`config.mk`:
```
export PLATFORM = sky130hd
export DESIGN_NAME = next_pc_unit
export DESIGN_NICKNAME = d
export VERILOG_FILES = /design/src/rtl/next_pc_unit.sv
export SDC_FILE = /design/constraint.sdc
export NUM_CORES = 1
export LEC_CHECK = 0
export BUFFER_PORTS_ARGS = -buffer_cell sky130_fd_sc_hd__buf_2
export CORE_MARGIN = 10
export CORE_UTILIZATION = 50
export CTS_CLUSTER_SIZE = 24
export DETAILED_ROUTE_END_ITERATION = 16
export PLACE_DENSITY_LB_ADDON = 0.08
export REMOVE_ABC_BUFFERS = 1
export SLEW_MARGIN = 20
export SYNTH_ARGS = -nofsm -noshare
export SYNTH_HDL_FRONTEND = slang
export SYNTH_SLANG_ARGS = --single-unit
export TNS_END_PERCENT = 1
```
`constraint.sdc`:
```
create_clock -name clk -period 2.4 [get_ports clk]
set_clock_uncertainty 0.05 [all_clocks]
set_input_delay 0.24 -clock clk [delete_from_list [all_inputs] [get_ports clk]]
set_output_delay 0.24 -clock clk [all_outputs]
set_load 0.02 [all_outputs]
```
`src/rtl/next_pc_unit.sv`:
```
// next_pc_unit: fetch-stage program counter with prioritised redirects.
//
// Computes the next fetch address every cycle from one of three places:
// a live redirect, a redirect buffered while fetch was stalled, or the
// sequential increment. The PC is registered, so no input reaches an
// output combinationally.
//
// Parameters
//   WIDTH     address width in bits
//   NUM_SRC   number of redirect sources; index NUM_SRC-1 has top priority
//   INC       sequential increment added to pc
//   RESET_VEC pc value loaded by reset
//
// Ports
//   clk             rising-edge clock
//   rst_n           synchronous active-low reset
//   stall           hold pc this cycle
//   redirect_valid  per-source redirect request
//   redirect_target packed targets, source i at [i*WIDTH +: WIDTH]
//   pc              current fetch address
//   pc_valid        pc holds a fetchable address
//   redirected      pc was loaded from a redirect on the last edge
//   pending         a redirect is buffered awaiting stall release
module next_pc_unit #(
    parameter int                 WIDTH     = 32,
    parameter int                 NUM_SRC   = 3,
    parameter int                 INC       = 4,
    parameter logic [WIDTH-1:0]   RESET_VEC = '0
) (
    input  logic                     clk,
    input  logic                     rst_n,
    input  logic                     stall,
    input  logic [NUM_SRC-1:0]       redirect_valid,
    input  logic [NUM_SRC*WIDTH-1:0] redirect_target,
    output logic [WIDTH-1:0]         pc,
    output logic                     pc_valid,
    output logic                     redirected,
    output logic                     pending
);

    typedef struct packed {
        logic             vld;
        logic [WIDTH-1:0] tgt;
    } redir_t;

    redir_t live;   // winning redirect this cycle
    redir_t pend;   // one-deep buffer filled while stalled

    // Scan upward so the highest set index overwrites lower ones.
    always_comb begin
        live = '0;
        for (int i = 0; i < NUM_SRC; i++) begin
            if (redirect_valid[i]) begin
                live.vld = 1'b1;
                live.tgt = redirect_target[i*WIDTH +: WIDTH];
            end
        end
    end

    always_ff @(posedge clk) begin
        if (!rst_n) begin
            pc         <= RESET_VEC;
            pc_valid   <= 1'b0;
            redirected <= 1'b0;
            pend       <= '0;
        end else begin
            pc_valid <= 1'b1;
            if (stall) begin
                // Hold pc; latest live redirect replaces any buffered one.
                redirected <= 1'b0;
                if (live.vld)
                    pend <= live;
            end else if (live.vld) begin
                // Live redirect supersedes a stale buffered entry.
                pc         <= live.tgt;
                redirected <= 1'b1;
                pend.vld   <= 1'b0;
            end else if (pend.vld) begin
                pc         <= pend.tgt;
                redirected <= 1'b1;
                pend.vld   <= 1'b0;
            end else begin
                // Carry out of the top bit is dropped; wrap to 0 is legal.
                pc         <= pc + WIDTH'(INC);
                redirected <= 1'b0;
            end
        end
    end

    assign pending = pend.vld;

endmodule

```
# Word level (Yosys, flattened, before mapping)
# Index checks and enable logic that the tools add are counted.
[totals]
output_inout_bits = 35
register_bits = 67
[classes]
n_addsub = 1
muxes = 8
bitwise_logic = 1
n_reduce_logical = 3
[op_table]
columns = ["operator", "n"]
rows = [
  ["$mux W33", 3],
  ["$mux W32", 2],
  ["$add A32 B3 Y32 const B", 1],
  ["$reduce_and A2 Y1", 2],
  ["$mux W1", 3],
  ["$reduce_or A2 Y1", 1],
  ["$not A1 Y1", 1],
]

# Logic depth before layout (Yosys ltp)
# Gate-level depths: netlist of run 1.
[logic_depth]
depth_word = 4
ltp_mapped = 7
ltp_nobuf = 6

# Least setup slack after synthesis of run 1
# OpenSTA, ideal clock, no wires.
[synth_timing]
path_type = "register to register"
start = "reg pc[7]"
end = "reg pc[17]"
required_time_ps = 2225
path_stages_with_launch = 6
path_slack_ps = 551
arrival_ps = 1674
path_cell_list = "dfxtp_1 -> nand3_4 -> or4_1 -> o21a_1 -> o21ai_0 -> a21oi_1"
[synth_via]
elab_chain_cells = 3
[synth_lines]
columns = ["element", "line", "rtl"]
rows = [
  ["start: declaration", "35", "output logic [WIDTH-1:0] pc,"],
  ["start signal: assignment", "75", "pc <= live.tgt;"],
  ["start signal: assignment", "79", "pc <= pend.tgt;"],
  ["start signal: assignment", "84", "pc <= pc + WIDTH'(INC);"],
  ["$add A32 B3 Y32", "84", ""],
  ["$mux W32", "78", "end else if (pend.vld) begin"],
  ["$mux W32", "73", "end else if (live.vld) begin"],
]
# Every way passes these cells.
# A chain may end at the register's enable or synchronous reset.

# Worst setup path after layout of run 1
[layout_timing]
start = "reg pc[11]"
end = "reg pc[21]"
# Same word-level chain as after synthesis.

==> qor.yml, run 1 <==
p_leak_uw: 0.00204
min_from: "redirect_target[79]"
io_buffers: 136
cts_tree: "done"
max-clock-path-buffers: 2
synth_top_flop_cell: "dfxtp_1"
drtAntennaViolNets: 0
die_h_um: 108
r2r_end: "pc[21]"
synth_area_um2: 3870
cp.required_ns: 2.60
crit_path_max_fanout: 10
min_path_cells: 4
setup_ws_ns: 0.389
end_kind: "register"
grt_usage_pct: 22.0
grt_max_degree: 35
antenna_found_initial: 0
cap_violations: 0
viasPerCell: 5.86
ys_warn_count: 0
drv_slew: 0
hold_violations: 0
ir_worst_vdd_uv: 342
post_cts_buffers: 0
arrival_ns: 2.21
num_rows: 32
wl_per_cell_um: 17.5
maxSlewHeadroom_pct: 59.0
fin_nets: 756
area_delta_synth_final_pct: 26.3
clock-root-buffer: "clkbuf_8"
period_share_pct: 83.8
reg2reg_from: "pc[11]"
postCtsHoldBufs: 0
synth-edff-count: 0
clock_sinks: 67
startpoint_type: "register"
antenna_cells: 0
initial_core_util_pct: 50.7
cts_resized: 0
dieArea_um2: 11700
synth_cells: 529
yosysTopAreaCell: "dfxtp_1"
drc: 0
numCtsBuffers: 9
grt_pass1_wl_um: 21200
dpl.hpwl_um: 9670
max_freq_ghz: 0.497
synth_seq_cells: 67
grt.overflow.total: 0
setup_violations: 0
yosysSeqAreaShare_pct: 34.6
boundaryPins: 137
pwr_density_cell_nw_per_um2: 580
path_class: "register to register"
die_w_um: 108
firstDrtPassIters: 4
avgSynthCellArea_um2: 7.32
hp-class: "primary input to register"
crit_start: "pc[11]"
first_iter_violations: 335
status: "finished, final reports clean"
clk_latency_ns: 0.35
synth_cell_types: 60
min_period_ns: 2.01
drive_above_1_share_pct: 28.0
fill_cells: 714
timing.hold.ws_ns: 0.234
min_to: "pend[15]"
tightest_slew_ns: 0.610
rsz0062_at_grt: "no"
synth.top_cell.area_share_pct: 34.6
dpl_worst_slack_ns: 0.396
r2r_cells: 5
vias: 4447
async_flop_share_pct: 0
gp_congestion: 0.925
htreeDepth: 3
worst-r2r-setup-slack_ns: 0.39
routed_wl_um: 13300
grt_pass1_vias: 4378
clk_pin_slew_worst_paths_ns: 0.07
synth.area.top_cells: "dfxtp_1 (35%), nand2_1 (11%), a21oi_1 (8.7%)"
coreArea_um2: 7650
-- per-layer routing --
metal,track usage [%],part of all wire (%),wire length (um)
met5,0,0,0
met4,8.11,1.9,248
met3,7.73,9.3,1230
met2,34.7,46,6080
met1,27.1,43,5740
-- cell usage after synthesis (2+ instances only) --
| cell | count |
|---|---|
| nand3_1 | 9 |
| xor2_1 | 3 |
| a21oi_1 | 67 |
| and3_1 | 3 |
| o22ai_1 | 9 |
| xnor2_1 | 6 |
| a211oi_1 | 12 |
| buf_2 | 9 |
| nor2_1 | 19 |
| nand3b_1 | 9 |
| a2111oi_0 | 2 |
| nor4_1 | 3 |
| o21ai_1 | 2 |
| o31ai_1 | 2 |
| o2bb2ai_1 | 2 |
| and4_1 | 4 |
| nor3_1 | 8 |
| and2_1 | 2 |
| nand2_1 | 112 |
| o21ai_0 | 48 |
| a31oi_1 | 5 |
| nand4_1 | 12 |
| mux2i_1 | 4 |
| o221a_2 | 2 |
| a22oi_1 | 22 |
| a2bb2oi_1 | 8 |
| a221oi_1 | 4 |
| inv_1 | 3 |
| o32ai_1 | 2 |
| or4_1 | 2 |
| a21o_1 | 2 |
| clkbuf_1 | 35 |
| or2_2 | 3 |
| dfxtp_1 | 67 |
| a41oi_1 | 2 |
-- registers in the layout (all words and copies together), names as in the netlist --
| signal | count |
|---|---|
| pc | 32 |
| pend | 32 |
| pc_valid | 1 |
| pending | 1 |
| redirected | 1 |
-- worst max-delay path by stage --
stage | endpoint | slack, ns | depth (start not counted)
detailed placement | pc[9] | 0.40 | 7
global placement | pc[9] | 0.43 | 7
CTS | pc[21] | 0.40 | 5
floorplan | pc[25] | -0.12 | 4
finish | pc[21] | 0.39 | 5
global route | pc[22] | 0.21 | 6
-- cell type report --
| cell class | instances | area, um2 | area share (%) |
|---|---|---|---|
| clock inverters | 1 | 30.0 | 0.614 |
| repair buffers | 158 | 846 | 17.3 |
| well taps | 102 | 128 | 2.61 |
| flip-flops and latches | 67 | 1340 | 27.4 |
| multi-input cells | 413 | 2350 | 48.0 |
| inverters | 4 | 15.0 | 0.307 |
| clock buffers | 14 | 183 | 3.73 |
-- placed cells by master (no fill, tap or decap), drive strengths merged, types with 3 or more instances in the layout --
cell | Yosys | final
and2 | 3 | 3
buf | 10 | 158
nand3 | 11 | 11
xnor2 | 6 | 6
xor2 | 3 | 3
nor3 | 9 | 9
o21ai | 50 | 50
nor4 | 4 | 4
mux2i | 4 | 4
nor2 | 19 | 19
nand2 | 113 | 113
clkbuf | 35 | 14
dfxtp | 67 | 67
a221oi | 4 | 4
nand3b | 9 | 9
and4 | 4 | 4
nand4 | 12 | 12
and3 | 3 | 3
or2 | 3 | 3
a211oi | 12 | 12
a21oi | 67 | 67
o22ai | 9 | 9
a22oi | 22 | 22
a31oi | 5 | 5
inv | 3 | 3
a2bb2oi | 8 | 8
-- critical path, stage by stage, from the launching register on --
cell and delay (ns):
dfxtp_1 0.48, nand3_2 0.19, nor4_4 0.61, nand2_2 0.13, o41a_1 0.32, o32ai_1 0.13
-- report_power, final --
part           internal (uW)  switching (uW)
clock network            589             424
logic                    231             327
registers               1190            77.3
total                   2010             828
-- through the flow --
step	TNS [ns]	std cells	instance area, um2	total power, uW	util, %
CTS	0	759	4890	2840	64.0
global route	0	759	4890	2960	64.0
detailed placement	0	744	4680	1840	61.2
floorplan	-0.385	484	3690	1560	-
global placement	0	744	4680	1820	61.2
finish	0	759	4890	2830	64.0
-- logic make-up after synthesis --
| logic type | after synthesis | share of synthesized area [%] |
|---|---|---|
| flops | 67 | 34.6 |
| buf+inv | 49 | 5.04 |
| simple gates | 198 | 24.8 |
| fa+ha+maj | 1 | 0.323 |
| compound gates | 201 | 32.1 |
| xor+xnor | 9 | 2.03 |
| mux | 4 | 1.03 |
Power figures use the tool's default switching activity.
==> inputs of run 2 (changes only) <==
ABC_AREA = 1   (was unset)
CORE_UTILIZATION = 52   (was 50)
clock period = 2 ns   (was 2.4 ns; I/O delays follow)
==> run 2 against run 1 <==
  * Hold slack lost 0.15 ns
  * Global-route usage rose by 0.14 points
  * Clock-buffer cell count shrank 5
  * Die area grew 6.2%
  * Clock power rose by 29%
  * Power up 25%
==> qor.yml, run 2 <==
status: "finished, final reports clean"
grt.overflow.total: 0  # unchanged
cap_violations: 0  # unchanged
grt_usage_pct: 22.2  # +0.14 points
rsz0062_at_grt: "no"
vias: 5041  # +13%
viasPerCell: 5.24  # -11%
first_iter_violations: 248  # -26%
postCtsHoldBufs: 0  # unchanged
num_rows: 33  # +3.1%
numCtsBuffers: 9  # unchanged
yosysTopAreaCell: "dfxtp_1"
synth.area.top_cells: "dfxtp_1 (31%), nand2_1 (25%), a21oi_1 (8.4%)"
tightest_slew_ns: 0.481  # -0.129 ns
setup_violations: 0  # unchanged
clk_pin_slew_worst_paths_ns: 0.09  # +0.02 ns
grtUsageMet2_pct: 39.0  # +4.3 points
clock_sinks: 67  # unchanged
hp-class: "primary input to register"
startpoint_type: "register"
min_period_ns: 1.71  # -0.300 ns
hold_violations: 0  # unchanged
reg_top3: "pc x32, pend x32"
cts_resized: 0  # unchanged
grt_max_degree: 61  # +74%
synth-edff-count: 0  # unchanged
die_w_um: 111  # +3.0%
routed_wl_um: 14200  # +7.0%
crit_path_max_fanout: 5  # -5
top_usage_layer: "met2"
ys_warn_count: 0  # unchanged
worstSetupPathDepth: 10  # +5
max_stage_delay_ns: 0.43  # -0.18 ns
fill_cells: 797  # +12%
avgSynthCellArea_um2: 5.97  # -18%
final_common_cell: "nand2_1"
ir_worst_vdd_uv: 372  # +8.6%
cp.required_ns: 2.19  # -0.41 ns
synth.top_cell.area_share_pct: 30.9  # -3.7 points
min_path_cells: 4  # unchanged
boundaryPins: 137  # unchanged
cts_tree: "done"
synth_cell_types: 26  # -57%
regArea_um2: 1340  # unchanged
cp_num_buf_inv: 0  # unchanged
htreeDepth: 3  # unchanged
setup_tns_ns: 0  # unchanged
coreArea_um2: 8180  # +6.9%
r2r_cells: 10  # +5
grt_pass1_wl_um: 23400  # +11%
clock-root-buffer: "clkbuf_8"
dieArea_um2: 12400  # +6.2%
p_leak_uw: 0.00262  # +28%
pwr_density_cell_nw_per_um2: 667  # +15%
grt_pass1_vias: 4874  # +11%
end_kind: "register"
fin_nets: 955  # +26%
path_cells: "ha_1 > nand2_1 > nor2_2 > nand2_2 > nor2_1 > nand3_1 > nand2_1 > o21ai_1 > nand2_1 > nand2_1"
p_total_uw: 3550  # +25%
path_class: "register to register"
synth_top_flop_cell: "dfxtp_1"
period_share_pct: 85.6  # +1.8 points
path_delay_family: "simple AND/OR/NAND/NOR gates"
met3_usage_pct: 5.68  # -2.1 points
drv_slew: 0  # unchanged
gp_congestion: 0.952  # +3.0%
drc: 0  # unchanged
cpMostUsedCell: "nand2_1"
synth_area_um2: 4330  # +12%
area_delta_synth_final_pct: 22.9
dpl.hpwl_um: 10900  # +13%
synth_seq_cells: 67  # unchanged
wl_per_cell_um: 14.8  # -16%
firstDrtPassIters: 5  # +1
async_flop_share_pct: 0  # unchanged
max_freq_ghz: 0.584  # +17%
antenna_found_initial: 0  # unchanged
maxSlewHeadroom_pct: 67.9  # +8.8 points
yosys-top-cells-count: "nand2_1 (288), a21oi_1 (73), dfxtp_1 (67)"
io_buffers: 136  # unchanged
drtAntennaViolNets: 0  # unchanged
yosysSeqAreaShare_pct: 30.9  # -3.7 points
antenna_cells: 0  # unchanged
max-clock-path-buffers: 2  # unchanged
drive_above_1_share_pct: 22.2  # -5.8 points
initial_core_util_pct: 53.0  # +2.4 points
arrival_ns: 1.91  # -0.30 ns
slowest_stage: "dfxtp_1"
clk_latency_ns: 0.35  # about the same
yosysMostFrequentCell: "nand2_1"
multiInputGateArea_um2: 2610  # +11%
synth_cells: 726  # +37%
met1_usage_pct: 26.0  # -1.1 points
post_cts_buffers: 0  # unchanged
die_h_um: 111  # +3.0%
final_cell_mix: "nand2_1 (288), buf_2 (136), a21oi_1 (73)"
-- run 2: changes by cell type after synthesis, moves of 23 or more --
| cell | delta |
|---|---|
| nand3_1 | +23 |
| clkbuf_1 | -27 |
| nand2_1 | +176 |
| nor2_1 | +45 |
| inv_1 | +48 |
-- run 2: cell families (layout without fill, tap and decap cells) --
logic type / count (synthesis) / after routing / share of synthesized area (%)
compound gates: 156 / 156 / 20.1
fa+ha+maj: 1 / 1 / 0.289
simple gates: 404 / 404 / 38.3
flops: 67 / 67 / 30.9
buf+inv: 91 / 222 / 9.01
xor+xnor: 7 / 7 / 1.41
-- run 2: tightest hold or removal path: cells and delay by family --
kind          cells  cell delay (ns)
buf+inv           2             0.15
simple gates      2             0.10
-- run 2: final cells by class --
type,count,share of cell area [%]
Multi-Input combinational cell,568,48.9
Sequential cell,67,25.2
Timing Repair Buffer,151,15.4
Clock inverter,7,1.90
Inverter,55,3.88
Tap cell,105,2.47
Clock buffer,9,2.33
-- run 2: metal layers --
metal	wire length, um	share of wire, %
met1	6070	43
met2	7010	49
met3	948	6.7
met4	213	1.5
met5	0	0
-- run 2: power breakdown --
group / total (uW) / internal (uW) / switching (uW)
clock: 1300 / 710 / 590
combinational: 716 / 288 / 428
sequential: 1540 / 1440 / 98.2
-- run 2: path summary, 6_finish.rpt --
path                              from  slack [ns]    endpoint
worst max register to register   pc[2]        0.29      pc[20]
worst max-delay path             pc[2]        0.29      pc[20]
worst min register to register  pc[31]        0.45      pc[31]
worst min-delay path             stall        0.08  redirected
-- run 2: metrics by stage --
step           instance area (um2)  setup WS, ns  utilization (%)  cells  hold WS [ns]
6_report                      5330         0.288             65.2    962        0.0849
5_1_grt                       5330        0.0451             65.2    962        0.0978
4_1_cts                       5330         0.291             65.2    962        0.0804
3_5_place_dp                  5100         0.325             62.4    946         0.434
3_3_place_gp                  5100         0.354             62.4    946         0.424
2_1_floorplan                 4150         0.347                -    690         0.178
